$ cat config.mk
export PLATFORM = sky130hd
export DESIGN_NAME = sap_cpu_param
export DESIGN_NICKNAME = d
export VERILOG_FILES = /design/src/rtl/sap_cpu_param.sv
export SDC_FILE = /design/constraint.sdc
export NUM_CORES = 1
export LEC_CHECK = 0
export CORE_MARGIN = 5
export CORE_UTILIZATION = 30
export DETAILED_ROUTE_END_ITERATION = 12
export PLACE_DENSITY_LB_ADDON = 0.12
export SYNTH_ARGS = -nofsm -noshare
export SYNTH_HDL_FRONTEND = slang
export SYNTH_SLANG_ARGS = --single-unit
$ cat constraint.sdc
create_clock -name clk -period 10.7 [get_ports clk]
set_input_delay 2.14 -clock clk [delete_from_list [all_inputs] [get_ports clk]]
set_output_delay 2.14 -clock clk [all_outputs]
set_load 0.05 [all_outputs]
$ cat src/rtl/sap_cpu_param.sv
// Parametrised accumulator CPU: A/B/IR/PC/MAR/RAM/OUT datapath on a one-hot muxed bus, microcoded control.
// Latency: 2..5 clk per instruction (fetch T0/T1 plus 0..3 execute steps); out_valid pulses the cycle after OUT T2.
// Backpressure: none; the core free-runs until HLT and only clr leaves the halted state.
//
// Ports: clk/clr (async active-high reset); prog_we/prog_addr/prog_data load RAM only while clr or halted;
//        out_data/out_valid display port; halted, pc, a_data, b_data, ir_data, flags {carry,zero}, step are debug views.
// Note: DATA_W must be at least 4+ADDR_W so the opcode and the address operand do not overlap.
module sap_cpu_param #(
    parameter int DATA_W = 8,
    parameter int ADDR_W = 4
) (
    input  logic              clk,
    input  logic              clr,
    input  logic              prog_we,
    input  logic [ADDR_W-1:0] prog_addr,
    input  logic [DATA_W-1:0] prog_data,
    output logic [DATA_W-1:0] out_data,
    output logic              out_valid,
    output logic              halted,
    output logic [ADDR_W-1:0] pc,
    output logic [DATA_W-1:0] a_data,
    output logic [DATA_W-1:0] b_data,
    output logic [DATA_W-1:0] ir_data,
    output logic [1:0]        flags,
    output logic [2:0]        step
);

    localparam int DEPTH = 1 << ADDR_W;

    localparam logic [3:0] OP_LDA = 4'h1;
    localparam logic [3:0] OP_ADD = 4'h2;
    localparam logic [3:0] OP_SUB = 4'h3;
    localparam logic [3:0] OP_STA = 4'h4;
    localparam logic [3:0] OP_LDI = 4'h5;
    localparam logic [3:0] OP_JMP = 4'h6;
    localparam logic [3:0] OP_JC  = 4'h7;
    localparam logic [3:0] OP_JZ  = 4'h8;
    localparam logic [3:0] OP_OUT = 4'hE;
    localparam logic [3:0] OP_HLT = 4'hF;

    // One-hot bus source positions
    localparam int SRC_PC  = 0;
    localparam int SRC_RAM = 1;
    localparam int SRC_OPR = 2;
    localparam int SRC_A   = 3;
    localparam int SRC_ALU = 4;

    typedef enum logic [2:0] {
        T0 = 3'd0,
        T1 = 3'd1,
        T2 = 3'd2,
        T3 = 3'd3,
        T4 = 3'd4
    } step_t;

    step_t st, st_nxt;

    logic [DATA_W-1:0] ram [DEPTH];
    logic [ADDR_W-1:0] mar;
    logic [DATA_W-1:0] ram_rd;
    logic [DATA_W-1:0] bus;
    logic [DATA_W:0]   sum;
    logic              carry, zero;

    logic [4:0] bus_sel;
    logic       mar_ld, ir_ld, pc_inc, pc_ld, a_ld, b_ld, out_ld, ram_we, flags_ld, halt_set, alu_sub;

    logic [3:0]        opcode;
    logic [3:0]        fetch_op;
    logic [ADDR_W-1:0] operand;

    assign opcode   = ir_data[DATA_W-1 -: 4];
    assign operand  = ir_data[ADDR_W-1:0];
    assign ram_rd   = ram[mar];
    assign fetch_op = ram_rd[DATA_W-1 -: 4];

    // NOP and the undefined opcodes finish right after fetch
    function automatic logic is_nop_class(input logic [3:0] op);
        return (op == 4'h0) || (op >= 4'h9 && op <= 4'hD);
    endfunction

    // ALU: subtraction is A + ~B + 1, so carry means "no borrow"
    assign sum = {1'b0, a_data} + {1'b0, (alu_sub ? ~b_data : b_data)} + (DATA_W+1)'(alu_sub);

    // Priority-free AND-OR bus: at most one source is selected per step
    assign bus = ({DATA_W{bus_sel[SRC_PC]}}  & DATA_W'(pc))
               | ({DATA_W{bus_sel[SRC_RAM]}} & ram_rd)
               | ({DATA_W{bus_sel[SRC_OPR]}} & DATA_W'(operand))
               | ({DATA_W{bus_sel[SRC_A]}}   & a_data)
               | ({DATA_W{bus_sel[SRC_ALU]}} & sum[DATA_W-1:0]);

    // Microcode: control word and next step from (step, opcode)
    always_comb begin
        bus_sel  = '0;
        mar_ld   = 1'b0;
        ir_ld    = 1'b0;
        pc_inc   = 1'b0;
        pc_ld    = 1'b0;
        a_ld     = 1'b0;
        b_ld     = 1'b0;
        out_ld   = 1'b0;
        ram_we   = 1'b0;
        flags_ld = 1'b0;
        halt_set = 1'b0;
        alu_sub  = 1'b0;
        st_nxt   = st;
        if (!halted) begin
            unique case (st)
                T0: begin
                    bus_sel[SRC_PC] = 1'b1;
                    mar_ld          = 1'b1;
                    st_nxt          = T1;
                end
                T1: begin
                    bus_sel[SRC_RAM] = 1'b1;
                    ir_ld            = 1'b1;
                    pc_inc           = 1'b1;
                    // Skip execute steps entirely for no-op words
                    st_nxt           = is_nop_class(fetch_op) ? T0 : T2;
                end
                T2: begin
                    st_nxt = T0;
                    case (opcode)
                        OP_LDA, OP_ADD, OP_SUB, OP_STA: begin
                            bus_sel[SRC_OPR] = 1'b1;
                            mar_ld           = 1'b1;
                            st_nxt           = T3;
                        end
                        OP_LDI: begin
                            bus_sel[SRC_OPR] = 1'b1;
                            a_ld             = 1'b1;
                        end
                        OP_JMP: begin
                            bus_sel[SRC_OPR] = 1'b1;
                            pc_ld            = 1'b1;
                        end
                        OP_JC: begin
                            bus_sel[SRC_OPR] = 1'b1;
                            pc_ld            = carry;
                        end
                        OP_JZ: begin
                            bus_sel[SRC_OPR] = 1'b1;
                            pc_ld            = zero;
                        end
                        OP_OUT: begin
                            bus_sel[SRC_A] = 1'b1;
                            out_ld         = 1'b1;
                        end
                        OP_HLT: begin
                            halt_set = 1'b1;
                        end
                        default: ;
                    endcase
                end
                T3: begin
                    st_nxt = T0;
                    case (opcode)
                        OP_LDA: begin
                            bus_sel[SRC_RAM] = 1'b1;
                            a_ld             = 1'b1;
                        end
                        OP_ADD, OP_SUB: begin
                            bus_sel[SRC_RAM] = 1'b1;
                            b_ld             = 1'b1;
                            st_nxt           = T4;
                        end
                        OP_STA: begin
                            bus_sel[SRC_A] = 1'b1;
                            ram_we         = 1'b1;
                        end
                        default: ;
                    endcase
                end
                T4: begin
                    alu_sub          = (opcode == OP_SUB);
                    bus_sel[SRC_ALU] = 1'b1;
                    a_ld             = 1'b1;
                    flags_ld         = 1'b1;
                    st_nxt           = T0;
                end
                default: st_nxt = T0;
            endcase
        end
    end

    always_ff @(posedge clk or posedge clr) begin
        if (clr) begin
            st <= T0;
        end else begin
            st <= st_nxt;
        end
    end

    always_ff @(posedge clk or posedge clr) begin
        if (clr) begin
            pc        <= '0;
            mar       <= '0;
            a_data    <= '0;
            b_data    <= '0;
            ir_data   <= '0;
            out_data  <= '0;
            carry     <= 1'b0;
            zero      <= 1'b0;
            out_valid <= 1'b0;
            halted    <= 1'b0;
        end else begin
            if (mar_ld)   mar      <= bus[ADDR_W-1:0];
            if (ir_ld)    ir_data  <= bus;
            if (pc_inc)   pc       <= pc + ADDR_W'(1);
            else if (pc_ld) pc     <= bus[ADDR_W-1:0];
            if (a_ld)     a_data   <= bus;
            if (b_ld)     b_data   <= bus;
            if (out_ld)   out_data <= bus;
            if (flags_ld) begin
                carry <= sum[DATA_W];
                zero  <= (sum[DATA_W-1:0] == '0);
            end
            out_valid <= out_ld;
            if (halt_set) halted <= 1'b1;
        end
    end

    // Program loads are only accepted while the core is not executing,
    // so they can never collide with an STA write.
    always_ff @(posedge clk) begin
        if (prog_we && (clr || halted)) begin
            ram[prog_addr] <= prog_data;
        end else if (ram_we) begin
            ram[mar] <= bus;
        end
    end

    assign flags = {carry, zero};
    assign step  = st;

endmodule

==> flow_metrics.py, run 1 <==
metrics = {
    "drt": {
        "drcViolationCount": 0,
        "wirelength_mm": 21.2,
        "dr_total_vias": 4669,
        "ant_nets": 0,
        "post_drt_wl_per_cell_microns": 23.0,
        "drt-vias-per-instance": 5.06,
        "first_pass_iters": 5,
        "first_iter_violations": 357,
    },
    "power_and_ir_drop": {
        "p_sw_share_pct": 40.7,
        "p_switching_mw": 1.05,
        "power.density_nw_per_um2": 276,
        "p_int_mw": 1.53,
        "leakagePower_nw": 3.19,
        "p_comb_share_pct": 39.8,
        "p_clk_share_pct": 23.4,
        "seq_power_share_pct": 36.8,
        "finalPower_mw": 2.57,
        "ir_drop_v": 0.000142,
    },
    "critical_path": {
        "slowest_stage": "nor3_1",
        "crit_chain": "nor3_1, and2_1, nand3_1, xnor2_1, inv_1, fa_1, nand2b_1, a21boi_0, o21ai_0, a21o_1, o31ai_1, mux2_2",
        "crit_path_start_kind": "register",
        "crit_fanout": 16,
        "cp-end-kind": "register",
        "worstSetupPathType": "register to register",
        "arrival_ns": 5.05,
        "required_ns": 10.89,
        "cpPeakStageDelay_ns": 0.59,
    },
    "synth": {
        "syn_nets": 543,
        "yosys-top-cells-area": "edfxtp_1, dfrtp_1, mux4_2",
        "async_reset_ff_share_pct": 26.9,
        "synth-edff-count": 128,
        "synthFlopType": "edfxtp_1",
        "seq_area_frac_synth_pct": 63.9,
        "synth-seq-cells": 175,
        "syn-cell-area_sq_um": 7860,
        "netlist.area_leader.share_pct": 48.9,
        "yosysMostFrequentCell": "edfxtp_1",
        "ys_warn_count": 0,
        "synth_area_leader_cell": "edfxtp_1",
        "synth.distinct_cells": 60,
        "avgSynthCellArea_sq_um": 15.1,
        "syn_inst": 519,
        "synthTopCellsByCount": "edfxtp_1, nor2_1, dfrtp_1, mux4_2, mux2_2",
    },
    "worst_hold_path": {
        "min_path_type": "register to register",
    },
    "sta": {
        "hold_viol": 0,
        "clock_skew_ns": 0.0104,
        "period_minus_slack_ns": 4.86,
        "fin_hold_ws_ns": 0.510,
        "worstMarginPinSlew_ns": 1.10,
        "setup_violations": 0,
        "fin_crit_sh_pct": 45.4,
        "rsz0062_at_grt": "false",
        "final_max_slew_viol_count": 0,
        "setup_tns_ns": 0,
        "relSlewSlack_pct": 26.5,
        "fmax_mhz": 206,
    },
    "cts": {
        "post_cts_resized": 0,
        "numCtsBuffers": 17,
        "clkTransAtPathRegs_ns": 0.07,
        "tritoncts": "built",
        "ctsHoldBuffers": 0,
        "clk_latency_ns": 0.44,
        "clock-root-buffer": "clkbuf_16",
        "clkSinkCount": 175,
        "post_cts_buffers": 0,
        "htree_levels": 4,
        "cts_buffer_depth": 2,
    },
    "cells_and_area": {
        "area_growth_pct": 18.6,
        "diodes": 0,
        "nNetsFinal": 598,
        "drive_above_1_share_pct": 20.4,
    },
    "global_routing": {
        "grt_pass1_wl_mm": 31.9,
        "grt_overflow": 0,
        "antenna_found_initial": 0,
        "grt_pass1_vias": 4855,
        "grt_max_degree": 48,
        "grt_usage_pct": 14.9,
    },
    "status": {
        "status": "completed",
    },
    "placement": {
        "dpl.hpwl_mm": 14.9,
        "gp_congestion": 0.845,
        "io_buffer_count": 57,
    },
    "floorplan": {
        "ios": 58,
        "core_area_sq_um": 25900,
        "dieArea_sq_um": 29500,
        "fp-row-count": 59,
        "die_w_microns": 172,
        "start_util_pct": 30.3,
        "die_y_microns": 172,
    },
    "flow_run": {
        "drv_cap": 0,
    },
}
cell families after synthesis:
kind of cell               share of synthesized area (%)
DFF                                                 63.9
AOI/OAI and AO/OA                                   6.96
adders and majority gates                           1.53
xor gates and xnor gates                            1.67
muxes                                               15.5
and+or+nand+nor                                     7.90
buffers and inverters                               2.55
critical path, delay by kind of cell, from the launching register on:
| kind | cells | cell delay (ns) |
|---|---|---|
| XOR/XNOR | 1 | 0.35 |
| adder cells (fa/ha/maj) | 1 | 0.46 |
| multiplexers | 1 | 0.56 |
| flip-flops | 1 | 0.52 |
| AND/OR/NAND/NOR | 4 | 1.47 |
| buffers and inverters | 1 | 0.10 |
| AO/OA/AOI/OAI | 4 | 1.16 |
power by group through the flow:
| stage | combinational, mW | sequential (mW) | clock (mW) |
|---|---|---|---|
| floorplan | 0.591 | 1.06 | 0 |
| finish | 1.02 | 0.946 | 0.603 |
| CTS | 1.03 | 0.951 | 0.618 |
| global placement | 1.03 | 0.964 | 0 |
| global route | 1.10 | 0.964 | 0.645 |
| detailed placement | 1.03 | 0.965 | 0 |
layer usage:
layer,vias to the layer above,global-route usage [%],wire length [microns]
li1,2119,-,-
met1,2419,19.4,9200
met2,108,25.1,10800
met3,23,3.04,829
met4,0,4.58,355
met5,-,0,0
worst paths after layout:
check,from,end,slack (ns),depth (start not counted)
min,out_data[3],out_data[3],0.51,1
max in group asynchronous,clr,mar[0],7.97,3
min reg2reg,out_data[3],out_data[3],0.51,1
max reg2reg,halted,ram[9][6],5.84,12
min in group asynchronous,clr,ir_data[4],2.24,3
max,halted,ram[9][6],5.84,12
layout by cell type (no fill, tap or decap), types with 8 or more instances in the layout:
master,instances
nand2_1,26
clkdlybuf4s50_1,57
xnor2_1,13
edfxtp_1,128
clkbuf_16,17
buf_4,8
a21oi_1,24
o21ai_0,15
nand3_1,9
a22oi_1,8
inv_1,8
mux4_2,36
nor2_1,47
nor3_1,8
mux2_2,32
dfrtp_1,46
ha_1,8
area by class of cell:
type,count,area [sq um]
fill,2459,16600
sequential,175,5020
multi-input combinational,305,2640
timing repair buffer,65,631
clock buffer,18,429
tap,335,419
clock inverter,14,145
inverter,10,37.5
sequential cells by signal, summed over array words and instances, names as in the netlist:
| signal | flops |
|---|---|
| ir_data | 8 |
| pc | 4 |
| a_data | 8 |
| out_data | 8 |
| zero | 1 |
| b_data | 8 |
| carry | 1 |
| step | 3 |
| ram | 128 |
| halted | 1 |
| out_valid | 1 |
| mar | 4 |
stage by stage:
stage / util (%) / cells / worst slack, ns / instance area (sq um)
final: 36.0 / 922 / 5.84 / 9330
after global routing: 36.0 / 922 / 5.44 / 9330
after CTS: 36.0 / 922 / 5.77 / 9330
after detailed placement: 33.8 / 890 / 5.53 / 8750
after global placement: 33.8 / 890 / 5.67 / 8750
after floorplan: - / 519 / 6.38 / 7860
(Power assumes the default switching activity.)
==> run 2: changes to the inputs <==
==> constraint.sdc (replaced) <==
create_clock -name clk -period 4.4 [get_ports clk]
set_input_delay 0.88 -clock clk [delete_from_list [all_inputs] [get_ports clk]]
set_output_delay 0.88 -clock clk [all_outputs]
set_load 0.05 [all_outputs]
==> flow_metrics.py, run 2 (synthesis gave the netlist of run 1 again) <==
metrics = {
    "critical_path": {
        "crit_chain": "or4b_1, o31ai_1, inv_1, fa_1, nand2b_1, a21boi_0, nor2_1, xnor2_1, a222oi_1, a21oi_1",
        "critPathTopFamily": "compound AO/OA/AOI/OAI gates",
        "arrival_ns": 4.08,
        "cpPeakStageDelay_ns": 0.81,
        "cp.depth": 10,
        "r2r_slack_ns": 0.40,
        "crit_fanout": 16,
        "r2r_start": "step[0]",
        "cp-end-kind": "register",
        "endpoint": "ram[15][4]",
        "crit_path_start_kind": "register",
        "critPathBufInv": 1,
        "worstSetupPathType": "register to register",
        "required_ns": 4.48,
        "crit_start": "step[0]",
        "slowest_stage": "a21oi_1",
        "r2r-end": "ram[15][4]",
        "worst-r2r-cell-count": 10,
    },
    "power_and_ir_drop": {
        "p_comb_share_pct": 40.0,
        "p_clk_share_pct": 24.1,
        "ir_drop_v": 0.000279,
        "power.density_nw_per_um2": 664,
        "p_sw_share_pct": 40.0,
        "seq_power_share_pct": 35.9,
        "p_switching_mw": 2.55,
        "p_int_mw": 3.82,
        "leakagePower_nw": 3.37,
    },
    "cts": {
        "clkSinkCount": 175,
        "htree_levels": 4,
        "cts_buffer_depth": 2,
        "clkTransAtPathRegs_ns": 0.07,
        "clk_latency_ns": 0.43,
        "numCtsBuffers": 17,
        "clock-root-buffer": "clkbuf_16",
        "ctsHoldBuffers": 0,
        "post_cts_buffers": 0,
        "post_cts_resized": 0,
        "tritoncts": "built",
    },
    "global_routing": {
        "use_met2_pct": 25.0,
        "grt_pass1_wl_mm": 32.0,
        "grt_busiest_layer": "met2",
        "grt_overflow": 0,
        "antenna_found_initial": 0,
        "grt_pass1_vias": 4889,
        "use_met1_pct": 19.9,
        "grt_max_degree": 35,
        "grt_use_met3_pct": 3.02,
        "grt_usage_pct": 14.9,
    },
    "floorplan": {
        "ios": 58,
        "die_y_microns": 172,
        "start_util_pct": 30.3,
        "die_w_microns": 172,
        "fp-row-count": 59,
        "dieArea_sq_um": 29500,
        "core_area_sq_um": 25900,
    },
    "sta": {
        "fmax_mhz": 250,
        "hold_viol": 0,
        "rsz0062_at_grt": "false",
        "worstMarginPinSlew_ns": 1.06,
        "relSlewSlack_pct": 29.4,
        "fin_crit_sh_pct": 90.9,
        "period_minus_slack_ns": 4.00,
        "setup_tns_ns": 0,
        "setup_violations": 0,
        "final_max_slew_viol_count": 0,
        "clock_skew_ns": 0.0110,
    },
    "cells_and_area": {
        "diodes": 0,
        "multi_input_area_sq_um": 2640,
        "layout_common_cells": "edfxtp_1, clkdlybuf4s50_1, nor2_1",
        "layout_commonest_cell": "edfxtp_1",
        "nNetsFinal": 629,
        "largest_register_ffs": 128,
        "instances_no_fill": 953,
        "regMostFlops": "ram",
        "area_growth_pct": 21.9,
        "drive_above_1_share_pct": 24.6,
        "seqCellArea_sq_um": 5020,
        "fillers": 2425,
    },
    "drt": {
        "dr_total_vias": 4836,
        "drcViolationCount": 0,
        "drt-vias-per-instance": 5.07,
        "ant_nets": 0,
        "first_iter_violations": 296,
        "wirelength_mm": 21.3,
        "post_drt_wl_per_cell_microns": 22.3,
        "first_pass_iters": 4,
    },
    "placement": {
        "gp_congestion": 0.907,
        "placed_cells": 921,
        "io_buffer_count": 57,
        "dpl.hpwl_mm": 15.2,
    },
    "flow_run": {
        "drv_cap": 0,
    },
    "worst_hold_path": {
        "min_path_type": "register to register",
    },
    "status": {
        "status": "completed",
    },
}
## run 2: worst min-delay path by stage
| stage | from | end | slack, ns | cells past startpoint |
|---|---|---|---|---|
| after detailed placement | out_data[3] | out_data[3] | 0.50 | 1 |
| final | out_data[5] | out_data[5] | 0.51 | 1 |
| after global placement | out_data[5] | out_data[5] | 0.49 | 1 |
| after global routing | out_data[3] | out_data[3] | 0.53 | 1 |
| after floorplan | zero | zero | 0.48 | 2 |
| after CTS | out_data[3] | out_data[3] | 0.52 | 1 |
## run 2: metal layers
metal	wire length [microns]	vias up	part of all wire (%)
met5	0	-	0
met4	210	0	0.99
met3	1100	13	5.2
met2	10600	117	50
met1	9360	2523	44
li1	-	2183	-
## run 2: area by class of cell
type                            instances  share of cell area (%)
Clock buffer                           17                    4.44
Clock inverter                         15                    1.78
Inverter                               10                   0.392
Multi-Input combinational cell        305                    27.6
Sequential cell                       175                    52.4
Tap cell                              335                    4.38
Timing Repair Buffer                   96                    9.01
## run 2: stage by stage
step	hold WS (ns)	utilization [%]	area (sq um)	worst slack [ns]	total power, mW
finish	0.510	37.0	9580	0.400	6.37
global route	0.534	37.0	9580	0.00892	6.70
CTS	0.515	37.0	9580	0.385	6.43
detailed placement	0.499	34.7	8980	0.383	4.89
global placement	0.491	34.7	8980	0.543	4.89
floorplan	0.480	-	7860	0.0836	4.02
## run 2: power groups by stage
stage	registers, mW	logic [mW]	clock network, mW
CTS	2.29	2.58	1.56
detailed placement	2.33	2.57	0
global route	2.32	2.73	1.65
global placement	2.33	2.56	0
floorplan	2.59	1.44	0
finish	2.29	2.54	1.53
